## src/rtl/ext_bus_responder.sv

```systemverilog
// External-side SM83 data bus responder: windowed byte array
// serviced through read/write strobes with programmable wait states.
module ext_bus_responder #(
    parameter logic [15:0] BASE_ADDR   = 16'hFF80,
    parameter int          SIZE_LOG2   = 7,
    parameter int          WAIT_STATES = 1
) (
    input  logic        CLK,
    input  logic        RESET,
    input  logic [15:0] A,
    input  logic        RD,
    input  logic        WR,
    input  logic [7:0]  D_in,
    output logic [7:0]  D_out,
    output logic        D_oe,
    output logic        HIT,
    output logic        BUSY,
    output logic        ERR
);

    localparam int         DEPTH = 1 << SIZE_LOG2;
    localparam logic [3:0] WS    = 4'(WAIT_STATES);

    localparam logic [2:0] IDLE    = 3'd0;
    localparam logic [2:0] WAIT_RD = 3'd1;
    localparam logic [2:0] WAIT_WR = 3'd2;
    localparam logic [2:0] DRIVE   = 3'd3;
    localparam logic [2:0] HOLD    = 3'd4;
    localparam logic [2:0] RECOVER = 3'd5;

    logic [7:0]           mem [DEPTH];
    logic [2:0]           state, state_nxt;
    logic [3:0]           cnt, cnt_nxt;
    logic [SIZE_LOG2-1:0] areg, areg_nxt;
    logic                 we;
    logic                 err_set;

    assign HIT = (A[15:SIZE_LOG2] == BASE_ADDR[15:SIZE_LOG2]);

    always_comb begin
        state_nxt = state;
        cnt_nxt   = cnt;
        areg_nxt  = areg;
        we        = 1'b0;
        err_set   = 1'b0;
        case (state)
            IDLE: begin
                unique case (1'b1)
                    RD && WR: err_set = 1'b1;
                    RD && !WR && HIT: begin
                        areg_nxt = A[SIZE_LOG2-1:0];
                        if (WS == 4'd0) begin
                            state_nxt = DRIVE;
                        end else begin
                            state_nxt = WAIT_RD;
                            cnt_nxt   = WS;
                        end
                    end
                    WR && !RD && HIT: begin
                        areg_nxt = A[SIZE_LOG2-1:0];
                        if (WS == 4'd0) begin
                            we        = 1'b1;
                            state_nxt = HOLD;
                        end else begin
                            state_nxt = WAIT_WR;
                            cnt_nxt   = WS;
                        end
                    end
                    default: ;
                endcase
            end
            WAIT_RD: begin
                if (!RD) begin
                    state_nxt = IDLE;
                end else if (cnt == 4'd1) begin
                    state_nxt = DRIVE;
                end else begin
                    cnt_nxt = cnt - 4'd1;
                end
            end
            WAIT_WR: begin
                if (!WR) begin
                    state_nxt = IDLE;
                end else if (cnt == 4'd1) begin
                    we        = 1'b1;
                    state_nxt = HOLD;
                end else begin
                    cnt_nxt = cnt - 4'd1;
                end
            end
            DRIVE: begin
                // A write strobe while we drive the bus is a collision
                if (WR) begin
                    err_set   = 1'b1;
                    state_nxt = IDLE;
                end else if (!RD) begin
                    state_nxt = RECOVER;
                end
            end
            HOLD: begin
                if (!WR) state_nxt = IDLE;
            end
            RECOVER: state_nxt = IDLE;
            default: state_nxt = IDLE;
        endcase
    end

    always_ff @(posedge CLK) begin
        if (RESET) begin
            state <= IDLE;
            cnt   <= 4'd0;
            areg  <= '0;
            D_out <= 8'h00;
            D_oe  <= 1'b0;
            BUSY  <= 1'b0;
            ERR   <= 1'b0;
        end else begin
            state <= state_nxt;
            cnt   <= cnt_nxt;
            areg  <= areg_nxt;
            D_oe  <= (state_nxt == DRIVE);
            BUSY  <= (state_nxt == WAIT_RD) || (state_nxt == WAIT_WR);
            ERR   <= ERR | err_set;
            if (state_nxt == DRIVE) D_out <= mem[areg_nxt];
        end
    end

    always_ff @(posedge CLK) begin
        if (!RESET && we) mem[areg_nxt] <= D_in;
    end

endmodule

```

## config.mk

```make
export PLATFORM = sky130hd
export DESIGN_NAME = ext_bus_responder
export DESIGN_NICKNAME = d
export VERILOG_FILES = /design/src/rtl/ext_bus_responder.sv
export SDC_FILE = /design/constraint.sdc
export NUM_CORES = 1
export LEC_CHECK = 0
export CORE_AREA = 2 2 321 323
export CTS_CLUSTER_SIZE = 24
export DETAILED_ROUTE_END_ITERATION = 6
export DIE_AREA = 0 0 323 325
export GPL_TIMING_DRIVEN = 0
export PLACE_DENSITY = 0.59
export SETUP_SLACK_MARGIN = 0.5
export SLEW_MARGIN = 20
export SYNTH_ARGS = -nofsm -noshare
export SYNTH_HDL_FRONTEND = slang
export SYNTH_SLANG_ARGS = --single-unit
```

## constraint.sdc

```tcl
create_clock -name CLK -period 8.73 [get_ports CLK]
set_input_delay 1.746 -clock CLK [delete_from_list [all_inputs] [get_ports CLK]]
set_output_delay 1.746 -clock CLK [all_outputs]
set_load 0.005 [all_outputs]
```

=== Yosys cells after proc, flatten, opt, wreduce, memory -nomap -nowiden ===
Memories as Yosys holds them, arrays and structs flattened. A register that Yosys moved wholly into a read port is not among the register bits.
Index checks and enable logic that the tools add are counted.

* Register bits after elaboration: 17
* Bits in writable memories: 1024
* Memories: 1

* Add/sub/neg operators: 1
* Equality and inequality tests: 12
* Multiplexer cells: 24
* Bitwise operators: 1
* Reduce and logical (&&, ||, !) cells: 14

{| class="wikitable"
|+ Memory list
! memory !! words !! bits a word !! rd ports !! clocked after memory_dff !! write ports !! RTL line !! source
|-
| mem || 128 || 8 || 1 || 1 || 1 || 31 || <nowiki>logic [7:0] mem [DEPTH];</nowiki>
|}

{| class="wikitable"
|+ Operators by type and width
! operator !! number
|-
| 2-to-1 mux 3 bit || 7
|-
| 2-to-1 mux 4 bit || 4
|-
| one-hot mux 3 bit (5 select lines) || 1
|-
| 2-to-1 mux 7 bit || 2
|-
| equality test 3 x 2 -> 1 bit (second input constant) || 4
|-
| one-hot mux 4 bit (3 select lines) || 1
|-
| equality test 9 bit (second input constant) || 1
|-
| 2-to-1 mux 1 bit || 7
|-
| equality test 3 x 1 -> 1 bit (second input constant) || 2
|-
| logical AND 1 bit || 6
|-
| inequality test 2 bit (second input constant) || 3
|-
| one-hot mux 3 bit (2 select lines) || 1
|-
| equality test 4 x 1 -> 1 bit (second input constant) || 1
|-
| AND reduction 4 bit || 1
|-
| subtractor 4 x 1 -> 4 bit (second input constant) || 1
|-
| equality test 3 bit (second input constant) || 1
|-
| zero test 1 bit || 3
|-
| zero test 3 bit || 1
|-
| nonzero test 3 bit || 1
|-
| one-hot mux 1 bit (2 select lines) || 1
|-
| OR reduction 2 bit || 1
|-
| logical OR 1 bit || 1
|-
| bitwise OR 1 bit || 1
|}

=== Longest topological paths before layout ===
* Word-level depth: 7
* Gate-level depth with buffers: 15
* Depth with buffers taken out: 12

=== Least setup slack after synthesis ===
Ideal clock, no wire load.

* Path type: input port to flip-flop
* Start: input WR
* End: memory mem[117][0] (enable)
* Arrival time: 4.256 ns
* Required time: 8.360 ns
* Path slack: 4.104 ns
* Cell stages on the path: 12
* Path buffers: 6
* Cells stage by stage: buf_4 > xnor2_2 > or4_1 > buf_6 > nor4_4 > or2_1 > buf_4 > buf_2 > buf_2 > nand2_1 > clkbuf_1 > nor2_1

* Longest elaborated chain between the ends: 6
* Elaborated cells between the ends (all ways): 13
* Those cells by class: 6 x mux; 7 x reduce/logical

{| class="wikitable"
|+ Ends and longest elaborated chain
! what !! RTL line !! source
|-
| start, declared || 12 || <nowiki>input logic WR,</nowiki>
|-
| zero test 1 bit || - ||
|-
| logical AND 1 bit (2 in a row) || 50 || <nowiki>RD && !WR && HIT: begin</nowiki>
|-
| OR reduction 2 bit (no line) || - ||
|-
| 2-to-1 mux 7 bit || 48 || <nowiki>unique case (1'b1)</nowiki>
|-
| 2-to-1 mux 7 bit || 46 || <nowiki>case (state)</nowiki>
|-
| end, declared || 31 ||
|}

Parallel ways exist; a longest one is shown, timed or not.

=== Worst setup path in the final report ===
* Start: input A[7]
* End: memory mem[95][3] (enable)

* Longest elaborated chain between the ends: 5
* Elaborated cells between the ends (all ways): 6
* Those cells by class: 1 x eq/ne; 2 x mux; 3 x reduce/logical

{| class="wikitable"
|+ Ends and longest elaborated chain
! what !! RTL line !! source
|-
| start, declared || 10 || <nowiki>input logic [15:0] A,</nowiki>
|-
| equality test 9 bit * || 38 || <nowiki>assign HIT = (A[15:SIZE_LOG2] == BASE_ADDR[15:SIZE_LOG2]);</nowiki>
|-
| logical AND 1 bit, on equally long branches || 50, 59 ||
|-
| OR reduction 2 bit (no line) * || - ||
|-
| 2-to-1 mux 7 bit * || 48 ||
|-
| 2-to-1 mux 7 bit * || 46 ||
|}

Every way passes the cells marked *; elsewhere a longest branch is shown, timed or not.

==> parameters.txt <==
Parameter                              Value

Cells and area
  Synthesis-to-finish area growth    14.4%
  Ratio of cells with drive above 1 in the final layout    11.8%
  Filler Cell Count    between 8000 and 9000
  Finished layout cell area    0.0462 mm2
  Register area    0.0313 mm2
  Layout Nets    between 2000 and 3000
  Multi-input logic area    ~0.0082 mm2

Route
  Post-detailed-route count of antenna-violating nets    0
  Routed wire length    144000 um
  Remaining design rule violation count    0
  Length of the first detailed-routing pass in iterations    6
  Drt wl/cell    35.3 um
  Violation count after the first detailed-routing iteration    4560
  Vias per cell    between 6 and 7
  Vias after detailed routing    approximately 26000

Status
  Status    completed

Placement
  Placer congestion estimate    0.996
  Port bufs    33
  Post-placement cell area    0.0427 mm2
  Detailed placement HPWL    93100 um
  Setup slack after placement    0.622 ns

Logic synthesis
  Post-synth top area cell    sky130_fd_sc_hd__edfxtp_1
  Dominant cell by count in the synthesized netlist    sky130_fd_sc_hd__edfxtp_1
  Register area share after synthesis    77.4%
  Leading cell types by count after synthesis    sky130_fd_sc_hd__edfxtp_1 (1024), sky130_fd_sc_hd__nand2_1 (208), sky130_fd_sc_hd__nor2_1 (160)
  XOR/XNOR share of the synthesized area    less than 1%
  Post-synthesis register bit count    approximately 1000
  Yosys warning count    0
  Number of distinct standard cells referenced by the synthesized netlist    70
  Post-Syn Area    0.0404 mm2
  Adder-Cell Fraction of Synth Area    0.0620%
  Predominant post-synthesis flop cell    sky130_fd_sc_hd__edfxtp_1
  Synthesized-area fraction occupied by ao, oa, aoi and oai cells    10.5%
  Share of cell area taken by muxes after synthesis    3.17%
  Synthesized instance count    2480
  Ranking of synthesized cells by area    sky130_fd_sc_hd__edfxtp_1 (76%), sky130_fd_sc_hd__mux2i_1 (3.0%), sky130_fd_sc_hd__a222oi_1 (2.7%)
  Syn Area/Cell    between 15 and 20 um2
  Post-synth EDFFs    1024
  Fraction of synthesized cell area taken by the top area cell type    76.1%
  Share of flip-flops with an asynchronous set or reset    0%
  Syn Nets    approximately 2500
  Share of synthesized cell area in and, or, nand and nor gates    6.51%
  Largest family of logic cells by synthesized area    compound AO/OA/AOI/OAI gates

Timing
  Slew at the pin closest to its max-slew limit    1.28 ns
  Setup violators final    0
  Peak Freq    0.130 GHz
  Final Max Slew Viols    0
  Final setup slack of the worst path    1.05 ns
  Hold violation total from the final report    0
  Relative max-transition margin    14.9%
  Share of the clock period used by the worst path after layout    88.0%
  Final critical path time including I/O delays and setup    7.68 ns
  Maximum clock skew at final layout    0.0545 ns
  Setup TNS    0 ns
  Unrepaired setup endpoints after global routing    no

Clock network
  CTS max path bufs    3
  Depth of the CTS H-tree    3
  Clock latency on the worst-skew pair    0.72 ns
  Clk sinks    1049
  CTS tree    yes
  Post-cts hold buffer count    0
  CTS buffer count    100
  PostCTS Resize Cnt    0
  Number of buffers inserted by post-CTS setup repair    0
  Clock input transition at the sequential cells of the worst setup and hold paths    about 0.060 ns
  Clk root buf    sky130_fd_sc_hd__clkbuf_16

Die
  # rows    117
  Die height    325 um
  Chip width    323 um
  Initial cell density of the core    around two fifths
  Number of ports placed on the die boundary    40
  Die Area    ~0.10 mm2
  Area of the core region    0.101 mm2

GRT
  Antenna violations before repair    7
  Number of global-route vias before repair    25189
  Maximum number of pins on one net before global-route repair    113
  Overflow after GRT    0
  Global-route wire length before repair    198000 um
  GRT Overall Usage    27.1%

Power
  Maximum vdd drop    0.185 mV
  Total Power    between 10 and 15 mW
  Static power due to leakage    15.1 nW
  Power per Cell Area    approximately 220 mW/mm2

Critical path
  Cell chain of the critical path    clkdlybuf4s50_1 > nand4_1 > nor3_2 > buf_4 > nand4_1 > o21ai_1 > buf_2 > buf_2 > clkbuf_1 > nand2_1 > clkbuf_1 > nor2_1
  Critical Path AT    8.00 ns
  Library cell contributing the largest single delay on the critical path    sky130_fd_sc_hd__clkbuf_1
  Critical Path End Type    flop
  Total buffers and inverters traversed by the critical path    6
  Top cell family by delay on the critical path    buffers and inverters
  Max stage delay on crit path    0.97 ns
  Critical path launch point type    primary input
  Category of the most critical setup path    primary input to flop
  Required arrival time at the worst endpoint    roughly 9 ns
  Top fanout value on the critical path    10

Worst hold path
  Path type of the worst min-delay path    flop to flop

Flow run
  Max-cap viol count    0
## worst register-to-register path, cell delays in order, from the launching register on
cell and delay, ns:
sky130_fd_sc_hd__dfxtp_1 0.41, sky130_fd_sc_hd__nor4_4 0.59, sky130_fd_sc_hd__buf_4 0.29, sky130_fd_sc_hd__nand4_1 0.11, sky130_fd_sc_hd__o21ai_1 0.35, sky130_fd_sc_hd__buf_2 0.41, sky130_fd_sc_hd__buf_2 0.56, sky130_fd_sc_hd__clkbuf_1 0.98
sky130_fd_sc_hd__nand2_1 0.57, sky130_fd_sc_hd__clkbuf_1 0.64, sky130_fd_sc_hd__nor2_1 0.95
## state kept, by name, indices dropped and copies added, names as in the netlist
register	flops
BUSY	1
D_oe	1
D_out	8
ERR	1
areg	7
cnt	4
mem	1024
state	3
## power by group
group / internal [mW] / switching [mW] / total (mW)
clock: 2.68 / 1.94 / 4.63
combinational: 0.0309 / 0.119 / 0.150
sequential: 5.52 / 0.000213 / 5.52
total: 8.23 / 2.06 / 10.3
## cell type report
type / count / share of cell area, %
antenna: 1 / 0.00542
buffer: 166 / 2.01
clock buffer: 129 / 5.87
clock inverter: 56 / 1.66
inverter: 7 / 0.0569
multi-input combinational: 1258 / 17.8
sequential: 1049 / 67.6
tap: 1368 / 3.70
timing repair buffer: 42 / 1.25
## through the flow
step	hold WS, ns	instances	utilization, %
CTS	0.494	4075	45.6
global route	0.506	4075	45.6
finish	0.487	4076	45.6
global placement	0.472	3881	41.9
detailed placement	0.463	3890	42.2
floorplan	0.457	2480	-
## cells by family (layout without fill, tap and decap cells)
logic type | after synthesis | in the layout
flops | 1049 | 1049
simple gates | 569 | 569
compound gates | 557 | 557
buf+inv | 173 | 400
mux | 127 | 127
xor+xnor | 3 | 3
fa+ha+maj | 2 | 2
other cells | 0 | 1
## path summary, 6_finish.rpt
check / startpoint / to / slack, ns / cells after the start
worst max-delay path: A[7] / mem[95][3]$_DFFE_PP_ / 1.05 / 12
worst min-delay path: ERR$_SDFF_PP0_ / ERR$_SDFF_PP0_ / 0.49 / 2
worst max register to register: state[2]$_SDFF_PP0_ / mem[95][3]$_DFFE_PP_ / 2.50 / 10
worst min register to register: ERR$_SDFF_PP0_ / ERR$_SDFF_PP0_ / 0.49 / 2
## routing by layer
metal	vias up	GRT usage (%)	part of all wire, %
li1	10416	-	-
met1	13336	36.6	38
met2	1951	40.8	44
met3	358	8.26	13
met4	6	10.9	4.5
met5	-	0	0.024
## cell usage in the layout (no fill, tap or decap), drive strengths merged, types with 25 or more instances in the layout
cell              n
a22oi            51
a221oi          103
clkdlybuf4s50    25
dfxtp            25
nand2           209
buf             129
clkinv           33
o22ai            54
nor2            162
nor4             45
nand3            58
mux2i           120
a222oi          108
a21oi           101
edfxtp         1024
o21ai            32
clkbuf          183
a31oi            25
Power figures use the tool's default switching activity.
==> RTL change (config.mk and constraints unchanged) <==
`SIZE_LOG2`: 7 -> 6.
--- a/src/rtl/ext_bus_responder.sv
+++ b/src/rtl/ext_bus_responder.sv
@@ -2,7 +2,7 @@
 // serviced through read/write strobes with programmable wait states.
 module ext_bus_responder #(
     parameter logic [15:0] BASE_ADDR   = 16'hFF80,
-    parameter int          SIZE_LOG2   = 7,
+    parameter int          SIZE_LOG2   = 6,
     parameter int          WAIT_STATES = 1
 ) (
     input  logic        CLK,
Check against the original RTL: not equivalent (a bounded check fails within 4 cycles, from zero or initial values and one cycle with RESET high).
==> RTL change against the original RTL <==
First-iteration DRC count fell by 34%; area after synthesis is 45% lower; routed wire length fell by 40%; setup slack improved by 0.94 ns; sequential share of layout area decreased by 6.4 points; design area decreased by 44%; die area stayed put; sequential cell count shrank 513; register-to-register slack gained 0.99 ns; total power decreased by 50%; non-clock buffer count fell by 68; critical path type unchanged; critical endpoint is now mem[39][2]; largest power group unchanged.
==> RTL change: results (changes against the original RTL) <==
Worst setup path
  – Arrival time of the worst setup path: 6.96 ns (-1.04 ns)
  – Crit-path slowest cell: nor2_1
  – Worst r2r path cells: 9 (-1)
  – CP top delay family: simple AND/OR/NAND/NOR gates
  – Worst r2r dst: mem[38][1]
  – Slack of the worst reg-to-reg path: 3.49 ns (+0.99 ns)
  – Worst setup path endpoint: mem[39][2]
  – Critical path launch point: A[1]
  – Largest stage delay, worst path: 1.01 ns (+0.04 ns)

Final layout
  – NumNets Final: 1593 (-40%)
  – Clock tree cell share of total cell area: 6.400% (-1.1 points)
  – Diodes inserted: 2 (+1)
  – Filler Cells Inserted: 10450 (+18%)
  – NonClk Buf Share: 3.584% (+0.32 points)
  – Multi-input comb cells: 820 (-35%)
  – Sequential cell area share: 61.21% (-6.4 points)
  – Biggest regs: mem x512, D_out x8, areg x6
  – Multi-input logic area: 5694 sq um (-31%)
  – Layout clock buffer count: 67 (-48%)
  – Signal buffers: 140 (-33%)

Synth
  – Register area share after synthesis: 71.98% (-5.4 points)
  – XOR/XNOR share of the synthesized area: 0.07953% (-0.0041 points)
  – Mux cell area share after synthesis: 3.158% (-0.010 points)
  – EDFF count, synth: 512 (-50%)
  – Syn_area_per_cell: 15.03 sq um (-7.7%)
  – Cell variety after synth: 90 (+29%)
  – Post-Synthesis Net Count: 1495 (-40%)
  – Compound-Gate Fraction of Synth Area: 14.08% (+3.6 points)
  – Synth cell count leaders: 512 x edfxtp_1, 105 x nor2_1, 96 x nand2_1, 90 x a22oi_1, 63 x o21ai_0
  – #FFs+latches synth: 536 (-49%)
  – Synth area leaders: edfxtp_1 70%, a22oi_1 3.1%, dfxtp_1 2.2%
  – Post-synthesis adder-cell area fraction: 0.1136% (+0.052 points)

Drt
  – Vias per std cell: 5.253 (-18%)
  – Wire per inst: 29.25 um (-17%)
  – Routed wl met3: 13050 um (-33%)
  – DR iter-0 viols: 3007 (-34%)
  – Routed vias: 15602 (-40%)
  – Drt first pass iters: 7 (+1)
  – Met2 routed WL: 37310 um (-42%)

Placement
  – DP HPWL: 58260 um (-37%)
  – Placer Congestion: 0.9878 (-0.79%)
  – Placement Setup Slack: 1.650 ns (+1.028 ns)
  – Inst Count DP: 2874 (-26%)

Timing
  – Post-Route Skew: 0.03759 ns (-0.01688 ns)
  – Hold WS: 0.4862 ns (-0.0005770 ns)
  – Setup ws final: 1.993 ns (+0.9428 ns)
  – Relative slew slack: 16.63% (+1.8 points)

Pwr
  – PwrDens: 199.6 nW/um^2 (-10%)
  – LEAKAGE: 7.523 nW (-50%)

Global routing
  – Largest net degree at the start of global routing: 65 (-42%)
  – Total GRT Usage: 16.07% (-11 points)
  – Number of global-route vias before repair: 15015 (-40%)
  – Antenna violations before repair: 5 (-2)
  – Met3 Use GR: 5.908% (-2.3 points)
  – First-pass GRT wire length: 119300 um (-40%)

Clock tree
  – Skew-Pair Late Insertion Delay: 0.64 ns (-0.08 ns)
  – Cts bufs inserted: 55 (-45%)

Outcome
  – Outcome: finished, final reports clean

Floorplan
  – Tapcell count: 1368 (unchanged)
## RTL change: cell types whose count changed after synthesis, moves of 25 or more
cell / unedited run / this run
a222oi_1: 108 / 45
nand3_1: 58 / 19
a221oi_1: 103 / 34
buf_2: 68 / 32
nor4_1: 42 / 17
o21ai_0: 23 / 63
a22oi_1: 50 / 90
o22ai_1: 54 / 3
nand2_1: 208 / 96
a21oi_1: 100 / 35
edfxtp_1: 1024 / 512
mux2i_1: 120 / 23
nor2_1: 160 / 105
## RTL change: cells by family (layout without fill, tap and decap cells)
family                   after synthesis  after routing
AO/OA/AOI/OAI                        412            412
AND/OR/NAND/NOR                      350            350
adder cells (fa/ha/maj)                2              2
flip-flops                           536            536
XOR/XNOR                               2              2
other                                  0              2
multiplexers                          54             54
buffers and inverters                109            244
## RTL change: where the power goes
group          internal (mW)  total, mW  switching (mW)
combinational         0.0253      0.107          0.0816
sequential              2.81       2.81        0.000195
clock                   1.24       2.25            1.01
